## src/rtl/bp_common_pkg.sv

```systemverilog
// Shared definitions for the LTB trace tooling.
//
// Contents:
//   DECLARE_BP_LTB_TRACE_REC_S(vaddr_width_mp, ltb_cnt_width_mp)
//       Declares bp_ltb_trace_rec_s, the packed trace record shared by the
//       replayer, the profiler and trace-ROM generators.
//   BP_LTB_TRACE_REC_WIDTH(vaddr_width_mp, ltb_cnt_width_mp)
//       Width in bits of that record.
//   bp_common_pkg::bp_ltb_replay_state_e
//       State encoding of the trace replayer FSM.
//
// Record layout, MSB to LSB:
//   last, op (0 read / 1 write), addr, taken, conf, mispredict,
//   non_spec_cnt, trip_cnt
`ifndef BP_COMMON_PKG_SV
`define BP_COMMON_PKG_SV

`define DECLARE_BP_LTB_TRACE_REC_S(vaddr_width_mp, ltb_cnt_width_mp) \
    typedef struct packed { \
        logic                          last; \
        logic                          op; \
        logic [vaddr_width_mp-1:0]     addr; \
        logic                          taken; \
        logic                          conf; \
        logic                          mispredict; \
        logic [ltb_cnt_width_mp-1:0]   non_spec_cnt; \
        logic [ltb_cnt_width_mp-1:0]   trip_cnt; \
    } bp_ltb_trace_rec_s

// last + op + taken + conf + mispredict = 5 single-bit fields
`define BP_LTB_TRACE_REC_WIDTH(vaddr_width_mp, ltb_cnt_width_mp) \
    (5 + (vaddr_width_mp) + 2*(ltb_cnt_width_mp))

package bp_common_pkg;

    typedef enum logic [2:0] {
        e_init  = 3'd0,
        e_idle  = 3'd1,
        e_read  = 3'd2,
        e_check = 3'd3,
        e_write = 3'd4,
        e_done  = 3'd5
    } bp_ltb_replay_state_e;

    localparam logic bp_ltb_op_read  = 1'b0;
    localparam logic bp_ltb_op_write = 1'b1;

endpackage

`endif

```

## src/rtl/bp_ltb_sat_counter.sv

```systemverilog
// Saturating up-counter used for the replayer statistics.
//
// Ports:
//   clk_i     clock, counts on posedge
//   reset_li  asynchronous active-low clear
//   en_i      increment request; ignored once the counter is all ones
//   count_o   current count, holds at 2^width_p-1
module bp_ltb_sat_counter #(
    parameter int width_p = 32
) (
    input  logic               clk_i,
    input  logic               reset_li,
    input  logic               en_i,
    output logic [width_p-1:0] count_o
);

    always_ff @(posedge clk_i or negedge reset_li) begin
        if (!reset_li) begin
            count_o <= '0;
        end else if (en_i && (count_o != {width_p{1'b1}})) begin
            count_o <= count_o + width_p'(1);
        end
    end

endmodule

```

## src/rtl/bsg_dff_en.sv

```systemverilog
// Enabled D flip-flop bank. This local copy carries an asynchronous
// active-low clear so that a captured record disappears together with the
// FSM state when reset is asserted.
//
// Ports:
//   clk_i     clock
//   reset_li  asynchronous active-low clear
//   en_i      load enable
//   data_i    next value
//   data_o    registered value
module bsg_dff_en #(
    parameter int width_p = 1
) (
    input  logic               clk_i,
    input  logic               reset_li,
    input  logic               en_i,
    input  logic [width_p-1:0] data_i,
    output logic [width_p-1:0] data_o
);

    always_ff @(posedge clk_i or negedge reset_li) begin
        if (!reset_li) begin
            data_o <= '0;
        end else if (en_i) begin
            data_o <= data_i;
        end
    end

endmodule

```

## src/rtl/bp_ltb_trace_replayer.sv

```systemverilog
// Replays packed LTB trace records into an LTB's read and update ports and
// checks read predictions against the values stored in each read record.
//
// Handshakes: a record transfers on a cycle where rec_v_i & rec_ready_o;
// rec_v_i is ignored while rec_ready_o=0. An update is offered while w_v_o=1
// with all br_* fields stable and completes on the cycle w_yumi_i=1
// (w_yumi_i is ignored otherwise). r_v_o is a one-cycle request with no
// back-pressure; the prediction is sampled the following cycle.
//
// Ports:
//   clk_i, reset_li           clock; asynchronous active-low reset
//   init_done_i               LTB finished initialising
//   rec_v_i, rec_i, rec_ready_o   record stream input
//   r_v_o, r_addr_o           LTB read request
//   pred_*_i                  LTB prediction, checked one cycle after r_v_o
//   w_v_o, br_*_o, w_yumi_i   LTB update request
//   read_cnt_o, write_cnt_o, mismatch_cnt_o   saturating statistics
//   mismatch_v_o              registered pulse per failed check
//   first_mismatch_addr_o     PC of the first failed check since reset
//   done_o                    set once the record with last=1 retires
//   state_o                   current FSM state, for observation
module bp_ltb_trace_replayer
    import bp_common_pkg::*;
#(
    parameter int vaddr_width_p   = 39,
    parameter int ltb_cnt_width_p = 8,
    parameter int stat_width_p    = 32,
    localparam int rec_width_lp   = `BP_LTB_TRACE_REC_WIDTH(vaddr_width_p, ltb_cnt_width_p)
) (
    input  logic                       clk_i,
    input  logic                       reset_li,
    input  logic                       init_done_i,

    input  logic                       rec_v_i,
    input  logic [rec_width_lp-1:0]    rec_i,
    output logic                       rec_ready_o,

    output logic                       r_v_o,
    output logic [vaddr_width_p-1:0]   r_addr_o,
    input  logic                       pred_v_i,
    input  logic                       pred_conf_i,
    input  logic                       pred_taken_i,
    input  logic [ltb_cnt_width_p-1:0] pred_non_spec_cnt_i,
    input  logic [ltb_cnt_width_p-1:0] pred_trip_cnt_i,

    output logic                       w_v_o,
    output logic [vaddr_width_p-1:0]   br_src_addr_o,
    output logic                       br_taken_o,
    output logic                       br_conf_o,
    output logic                       br_mispredict_o,
    output logic [ltb_cnt_width_p-1:0] br_non_spec_cnt_o,
    output logic [ltb_cnt_width_p-1:0] br_trip_cnt_o,
    input  logic                       w_yumi_i,

    output logic [stat_width_p-1:0]    read_cnt_o,
    output logic [stat_width_p-1:0]    write_cnt_o,
    output logic [stat_width_p-1:0]    mismatch_cnt_o,
    output logic                       mismatch_v_o,
    output logic [vaddr_width_p-1:0]   first_mismatch_addr_o,
    output logic                       done_o,
    output bp_ltb_replay_state_e       state_o
);

    `DECLARE_BP_LTB_TRACE_REC_S(vaddr_width_p, ltb_cnt_width_p);

    // op sits just below last at the top of the packed record
    localparam int op_bit_lp = rec_width_lp - 2;

    bp_ltb_replay_state_e state_r, state_n;
    bp_ltb_trace_rec_s    rec_r;

    logic rec_en;
    logic read_en;
    logic write_en;
    logic mismatch_n;
    logic rec_ready;
    logic r_v;
    logic w_v;

    logic                     mismatch_v_r;
    logic                     mismatch_seen_r;
    logic [vaddr_width_p-1:0] first_mismatch_addr_r;

    bsg_dff_en #(
        .width_p (rec_width_lp)
    ) rec_reg (
        .clk_i    (clk_i),
        .reset_li (reset_li),
        .en_i     (rec_en),
        .data_i   (rec_i),
        .data_o   (rec_r)
    );

    always_ff @(posedge clk_i or negedge reset_li) begin
        if (!reset_li) begin
            state_r <= e_init;
        end else begin
            state_r <= state_n;
        end
    end

    always_comb begin
        state_n    = state_r;
        rec_ready  = 1'b0;
        r_v        = 1'b0;
        w_v        = 1'b0;
        rec_en     = 1'b0;
        read_en    = 1'b0;
        write_en   = 1'b0;
        mismatch_n = 1'b0;

        case (state_r)
            e_init: begin
                if (init_done_i) begin
                    state_n = e_idle;
                end
            end

            e_idle: begin
                rec_ready = 1'b1;
                if (rec_v_i) begin
                    rec_en  = 1'b1;
                    state_n = (rec_i[op_bit_lp] == bp_ltb_op_write) ? e_write : e_read;
                end
            end

            e_read: begin
                r_v     = 1'b1;
                state_n = e_check;
            end

            e_check: begin
                read_en    = 1'b1;
                mismatch_n = !pred_v_i
                          || (pred_taken_i        != rec_r.taken)
                          || (pred_conf_i         != rec_r.conf)
                          || (pred_non_spec_cnt_i != rec_r.non_spec_cnt)
                          || (pred_trip_cnt_i     != rec_r.trip_cnt);
                state_n    = rec_r.last ? e_done : e_idle;
            end

            e_write: begin
                w_v = 1'b1;
                if (w_yumi_i) begin
                    write_en = 1'b1;
                    state_n  = rec_r.last ? e_done : e_idle;
                end
            end

            e_done: begin
                state_n = e_done;
            end

            default: begin
                state_n = e_init;
            end
        endcase
    end

    // Pulse is registered so it lines up with the counter update; the first
    // failing PC is captured once and then frozen until reset.
    always_ff @(posedge clk_i or negedge reset_li) begin
        if (!reset_li) begin
            mismatch_v_r          <= 1'b0;
            mismatch_seen_r       <= 1'b0;
            first_mismatch_addr_r <= '0;
        end else begin
            mismatch_v_r <= mismatch_n;
            if (mismatch_n && !mismatch_seen_r) begin
                mismatch_seen_r       <= 1'b1;
                first_mismatch_addr_r <= rec_r.addr;
            end
        end
    end

    bp_ltb_sat_counter #(.width_p(stat_width_p)) read_counter (
        .clk_i    (clk_i),
        .reset_li (reset_li),
        .en_i     (read_en),
        .count_o  (read_cnt_o)
    );

    bp_ltb_sat_counter #(.width_p(stat_width_p)) write_counter (
        .clk_i    (clk_i),
        .reset_li (reset_li),
        .en_i     (write_en),
        .count_o  (write_cnt_o)
    );

    bp_ltb_sat_counter #(.width_p(stat_width_p)) mismatch_counter (
        .clk_i    (clk_i),
        .reset_li (reset_li),
        .en_i     (mismatch_n),
        .count_o  (mismatch_cnt_o)
    );

    // Data outputs always reflect rec_r; only the valids qualify them.
    assign rec_ready_o           = rec_ready;
    assign r_v_o                 = r_v;
    assign r_addr_o              = rec_r.addr;
    assign w_v_o                 = w_v;
    assign br_src_addr_o         = rec_r.addr;
    assign br_taken_o            = rec_r.taken;
    assign br_conf_o             = rec_r.conf;
    assign br_mispredict_o       = rec_r.mispredict;
    assign br_non_spec_cnt_o     = rec_r.non_spec_cnt;
    assign br_trip_cnt_o         = rec_r.trip_cnt;
    assign mismatch_v_o          = mismatch_v_r;
    assign first_mismatch_addr_o = first_mismatch_addr_r;
    assign done_o                = (state_r == e_done);
    assign state_o               = state_r;

endmodule

```

## config.mk

```make
export PLATFORM = sky130hd
export DESIGN_NAME = bp_ltb_trace_replayer
export DESIGN_NICKNAME = d
export VERILOG_FILES = /design/src/rtl/bp_common_pkg.sv /design/src/rtl/bp_ltb_sat_counter.sv /design/src/rtl/bsg_dff_en.sv /design/src/rtl/bp_ltb_trace_replayer.sv
export SDC_FILE = /design/constraint.sdc
export NUM_CORES = 1
export LEC_CHECK = 0
export BUFFER_PORTS_ARGS = -buffer_cell sky130_fd_sc_hd__buf_2
export CAP_MARGIN = 20
export CORE_UTILIZATION = 30
export DETAILED_ROUTE_END_ITERATION = 6
export GPL_TIMING_DRIVEN = 0
export SLEW_MARGIN = 30
export SYNTH_ARGS = -nofsm -noshare
export SYNTH_HDL_FRONTEND = slang
export SYNTH_SLANG_ARGS = --single-unit
export TNS_END_PERCENT = 5
```

## constraint.sdc

```tcl
create_clock -name clk_i -period 5.43 [get_ports clk_i]
set_input_delay 0.543 -clock clk_i [delete_from_list [all_inputs] [get_ports clk_i]]
set_output_delay 0.543 -clock clk_i [all_outputs]
set_load 0.005 [all_outputs]
```

# Yosys cells after proc, flatten, opt, wreduce, memory -nomap -nowiden
# Index checks and enable logic that the tools add are counted.
[word_totals]
regBits = 200
word_cells = 53
[op_classes]
addsub = 3
n_reduce_logical = 12
muxes = 15
eq_ne = 15
[op_table]
columns = ["cell", "count"]
rows = [
  ["32-bit by 1-bit adder with 32-bit output, second input constant", 3],
  ["32-bit inequality test, second input constant", 3],
  ["3-bit one-hot mux with 6 select lines", 1],
  ["8-bit inequality test", 2],
  ["3-bit 2-to-1 mux", 5],
  ["1-bit 2-to-1 mux", 9],
  ["3-bit by 2-bit equality test with 1-bit output, second input constant", 2],
  ["3-bit equality test, second input constant", 2],
  ["2-bit inequality test, second input constant", 3],
  ["1-bit logical AND", 4],
  ["1-bit logical OR", 4],
  ["3-bit by 1-bit equality test with 1-bit output, second input constant", 1],
  ["3-bit zero test", 1],
  ["3-bit AND reduction", 1],
  ["1-bit zero test", 2],
  ["1-bit inequality test", 2],
]

# Depth between registers and ports, before layout
[logic_depth]
word_depth = 7
mapped_depth = 9
ltp_nobuf = 7

# Modules after synthesis
# Synthesis repeated with hierarchy kept, for this count alone.
[hier_totals]
hier_cells = 749
hier_area_um2 = 9603.0
[modules_own_cells]
columns = ["module", "area_each_um2", "cells_each", "instances"]
rows = [
  ["bp_ltb_sat_counter at mismatch_counter ...", 1624.1, 151, 2],
  ["bsg_dff_en", 2533.7, 127, 1],
  ["bp_ltb_trace_replayer", 2298.5, 180, 1],
  ["bp_ltb_sat_counter at read_counter", 1522.7, 140, 1],
]

# Worst setup path after synthesis
# No wires, ideal clock.
[synth_timing]
path_type = "input to register"
start = "input port pred_trip_cnt_i[3]"
end = "register first_mismatch_addr_r[28] (netlist: first_mismatch_addr_o[28])"
arrival_ns = 1.937
t_required_ns = 5.305
stages = 8
setup_slack_ns = 3.368
cell_sequence = "xor2_1 > nor4_2 > and4_1 > buf_4 > nor3_2 > buf_6 > buf_6 > mux2_4"
[synth_between]
elab_chain_cells = 4
[synth_rtl]
columns = ["element", "line", "rtl"]
rows = [
  ["start: declaration", "bp_ltb_trace_replayer.sv:44", "input logic [ltb_cnt_width_p-1:0] pred_trip_cnt_i,"],
  ["8-bit inequality test", "bp_ltb_trace_replayer.sv:138", "|| (pred_trip_cnt_i != rec_r.trip_cnt);"],
  ["1-bit logical OR", "bp_ltb_trace_replayer.sv:138", ""],
  ["1-bit 2-to-1 mux", "bp_ltb_trace_replayer.sv:112", "case (state_r)"],
  ["1-bit logical AND", "bp_ltb_trace_replayer.sv:169", "if (mismatch_n && !mismatch_seen_r) begin"],
  ["end signal: assignment", "bp_ltb_trace_replayer.sv:171", "first_mismatch_addr_r <= rec_r.addr;"],
  ["end: declaration", "bp_ltb_trace_replayer.sv:82", "logic [vaddr_width_p-1:0] first_mismatch_addr_r;"],
]
# No other way between the ends.
# A chain may end at the register's enable or synchronous reset.

# Worst setup path in the final report
[layout_timing]
start = "register state_r[2] (netlist: state_o[2])"
end = "register rec_reg.data_o[49]"
[layout_between]
elab_chain_cells = 2
[layout_rtl]
columns = ["element", "line", "rtl"]
rows = [
  ["start: declaration", "bp_ltb_trace_replayer.sv:69", "bp_ltb_replay_state_e state_r, state_n;"],
  ["start signal: assignment", "bp_ltb_trace_replayer.sv:96", "state_r <= e_init;"],
  ["start signal: assignment", "bp_ltb_trace_replayer.sv:98", "state_r <= state_n;"],
  ["3-bit by 1-bit equality test with 1-bit output", "bp_ltb_trace_replayer.sv:112", ""],
  ["1-bit 2-to-1 mux", "bp_ltb_trace_replayer.sv:112", ""],
  ["end signal: assignment", "bsg_dff_en.sv:25", "data_o <= data_i;"],
  ["end: declaration", "bsg_dff_en.sv:18", "output logic [width_p-1:0] data_o"],
]
# No other way between the ends.

==> impl_metrics.csv <==
group,metric,value,unit
placed_design,gp_congestion,0.7798,
final_layout,layout_commonest_cell,"buf_2",
final_layout,area_growth,29.38,%
sta,hold_violations,0,
cts,clk_pin_slew,0.08,ns
drt,drc_errors,0,
drt,routedWlPerCell,16.04,µm
synthesis,yosysTopAreaCell,"dfrtp_1",
sta,final_max_slew_viol_count,0,
cts,cts_tree,"yes",
sta,setup_viol,0,
sta,tightest_slew,0.6684,ns
final_layout,design_area,12410,µm²
synthesis,synth_top_cell_area_share,51.93,%
synthesis,synth_edf_count,0,
synthesis,yosys.area_share.adder,0.5219,%
final_layout,nFillCells,3092,
hold_path,holdCritPathClass,"input pin to flip-flop",
worst_setup_path,crit_fanout,10,
die,die_h,180.8,µm
worst_setup_path,rr_worst_depth,6,
synthesis,synth_compound_gate_area_share,0.6394,%
placed_design,numPortBuffers,323,
die,initial_core_util,30.47,%
die,num_rows,65,
grt,met1_usage,20.12,%
synthesis,synth_top_family_by_area,"simple AND/OR/NAND/NOR gates",
cts,cts_made_buffers,17,
grt,grt_max_degree,81,
worst_setup_path,r2r_end,"rec_reg.data_o[49]",
synthesis,synth_fp_nets,881,
cts,cts_setup_buffers,0,
drt,drt-pass1-iter-count,4,
synthesis,synth-simple-area-share,15.47,%
cts,root_buffer,"clkbuf_16",
synthesis,ys_warn_count,0,
placed_design,dp_cells,1520,
grt,antenna_found_initial,4,
pwr,power_density,417.7,nW/µm²
synthesis,netlist_area,9589,µm²
worst_setup_path,crit_start,"state_o[2]",
die,dieArea,32680,µm²
die,die_w,180.8,µm
synthesis,synth_seq_area_share,51.93,%
drt,postRouteAntennaNets,0,
synthesis,syn_area_per_cell,12.09,µm²
worst_setup_path,critPathArrivalTime,2.74,ns
synthesis,syn_inst,793,
final_layout,mostFrequentLayoutCells,"332 x buf_2, 199 x dfrtp_1, 95 x buf_4",
grt,busiest_layer,"met2",
sta,fin_worst_skew,0.01300,ns
sta,max_slew_margin,55.44,%
sta,rsz0062_at_grt,"no",
drt,routed_wl,24970,µm
flow_run,maxCapViolations,0,
sta,setup_tns,0,ns
grt,grt_pass1_vias,6848,
worst_setup_path,cp-endpoint,"rec_reg.data_o[49]",
final_layout,final_nets,1226,
die,ios,324,
synthesis,ys.flop_type,"dfrtp_1",
drt,num_vias,6984,
cts,cts_resized,0,
cts,htree_num_levels,4,
grt,grtUsageTotal,15.66,%
synthesis,async_flop_share,100.0,%
outcome,outcome,"completed",
final_layout,layout-drive-gt1-share,51.69,%
drt,drt_first_iter_violations,315,
pwr,vdd_drop_max,217.2,µV
die,core-area,31470,µm²
hold_path,min-delay-start,"rec_i[26]",
final_layout,layout.cells.non_filler,1556,
cts,cts.sinks,199,
sta,fin_crit_sh,44.61,%
synthesis,synth_mux_area_share,12.25,%
worst_setup_path,critPathRequiredTime,5.75,ns
drt,viasPerCell,4.488,
sta,fin_crit,2.422,ns
worst_setup_path,critPathCaptureType,"flip-flop",
placed_design,placed_cell_area,11770,µm²
pwr,power_leakage,0.006125,µW
grt,use_met3,5.059,%
cts,cts_buffer_depth,2,
synthesis,synth_xor_area_share,10.13,%
synthesis,synthTopCellsByArea,"dfrtp_1 52%, mux2_2 11%, buf_4 7.4%",
sta,fmax,412.9,MHz
grt,grt.overflow.total,0,
worst_setup_path,rrSetupSlack,3.01,ns
grt,grt_pass1_wl,39820,µm
synthesis,ys_seq_elements,199,
synthesis,synthDistinctLibCells,47,
worst_setup_path,path_class,"flip-flop to flip-flop",
placed_design,dp_hpwl,18930,µm
grt,grt.met2_usage,25.79,%
cts,clk_latency,0.44,ns
worst_setup_path,startpoint_type,"flip-flop",
worst_setup_path,regToRegStartpoint,"state_o[2]",
-- synthesized netlist by cell type (all sizes together), types with 3 or more instances --
master and count:
a21oi 3, nor4 13, and4 7, and3 21
o21ai 6, mux2 101, xor2 37, clkbuf 8
dfrtp 199, inv 11, ha 4, nor3 20
nor2 32, and2 3, or3 6, xnor2 73
nand3 39, buf 108, nand2 44, nand4 39
nor4b 3
-- state kept, by name (all words and copies together), names as in the netlist --
| name | count |
|---|---|
| read_counter.count_o | 32 |
| mismatch_v_o | 1 |
| state_o | 3 |
| write_counter.count_o | 32 |
| mismatch_seen_r | 1 |
| first_mismatch_addr_o | 39 |
| mismatch_counter.count_o | 32 |
| rec_reg.data_o | 59 |
-- what timing repair did --
item,CTS,global route
hold buffers,1,0
setup endpoints to repair,0,0
endpoints found under the hold margin,39,0
-- per-stage QoR --
step | hold WS [ns] | utilization [%] | worst slack, ns | power (µW)
after floorplan | 0.2474 | - | 3.368 | 3139
after global placement | 0.4724 | 37.20 | 0.2264 | 3860
after detailed placement | 0.4578 | 37.41 | 2.722 | 3893
after CTS | 0.3045 | 39.39 | 2.742 | 5267
after global routing | 0.3078 | 39.40 | 2.758 | 5498
final | 0.3318 | 39.42 | 3.008 | 5182
-- critical path: stages, from the launching register on --
cell and delay, ns:
dfrtp_1 0.49, nor2_1 0.26, and3_1 0.19, clkbuf_1 0.31
buf_2 0.34, buf_2 0.33, mux2_2 0.38
-- cell families (layout without fill, tap and decap cells) --
| logic type | after synthesis | in the layout |
|---|---|---|
| mux | 101 | 101 |
| xor+xnor | 110 | 110 |
| other cells | 0 | 3 |
| flops | 199 | 199 |
| buf+inv | 127 | 485 |
| fa+ha+maj | 4 | 4 |
| simple gates | 241 | 241 |
| compound gates | 11 | 11 |
-- worst min-delay path by stage --
stage                                     endpoint  slack, ns  cells after the start
after CTS                       rec_reg.data_o[26]       0.30                      2
after detailed placement   read_counter.count_o[1]       0.46                      1
after global routing            rec_reg.data_o[44]       0.31                      2
after floorplan           first_mismatch_addr_o[0]       0.25                      0
after global placement    read_counter.count_o[16]       0.47                      1
final                           rec_reg.data_o[26]       0.33                      2
-- cell type report --
class | count | area (µm²) | share of cell area [%]
repair buffers | 326 | 1692 | 13.63
clock inverters | 14 | 185.2 | 1.493
clock buffers | 18 | 429.2 | 3.459
inverters | 11 | 41.29 | 0.3328
flip-flops and latches | 199 | 4980 | 40.14
plain buffers | 116 | 828.3 | 6.676
well taps | 402 | 503.0 | 4.054
diodes | 3 | 7.507 | 0.06051
multi-input cells | 467 | 3741 | 30.15
-- per-layer routing --
layer / wire (µm) / up-vias / share of wire (%)
li1: - / 3352 / -
met1: 10840 / 3414 / 43
met2: 12250 / 201 / 49
met3: 1680 / 13 / 6.7
met4: 169 / 4 / 0.68
met5: 27 / - / 0.11
-- power breakdown --
group,total (µW),internal (µW),switching [µW]
registers,2100,1760,337
logic,1730,1090,639
clock network,1350,739,610
(Power assumes the default switching activity.)
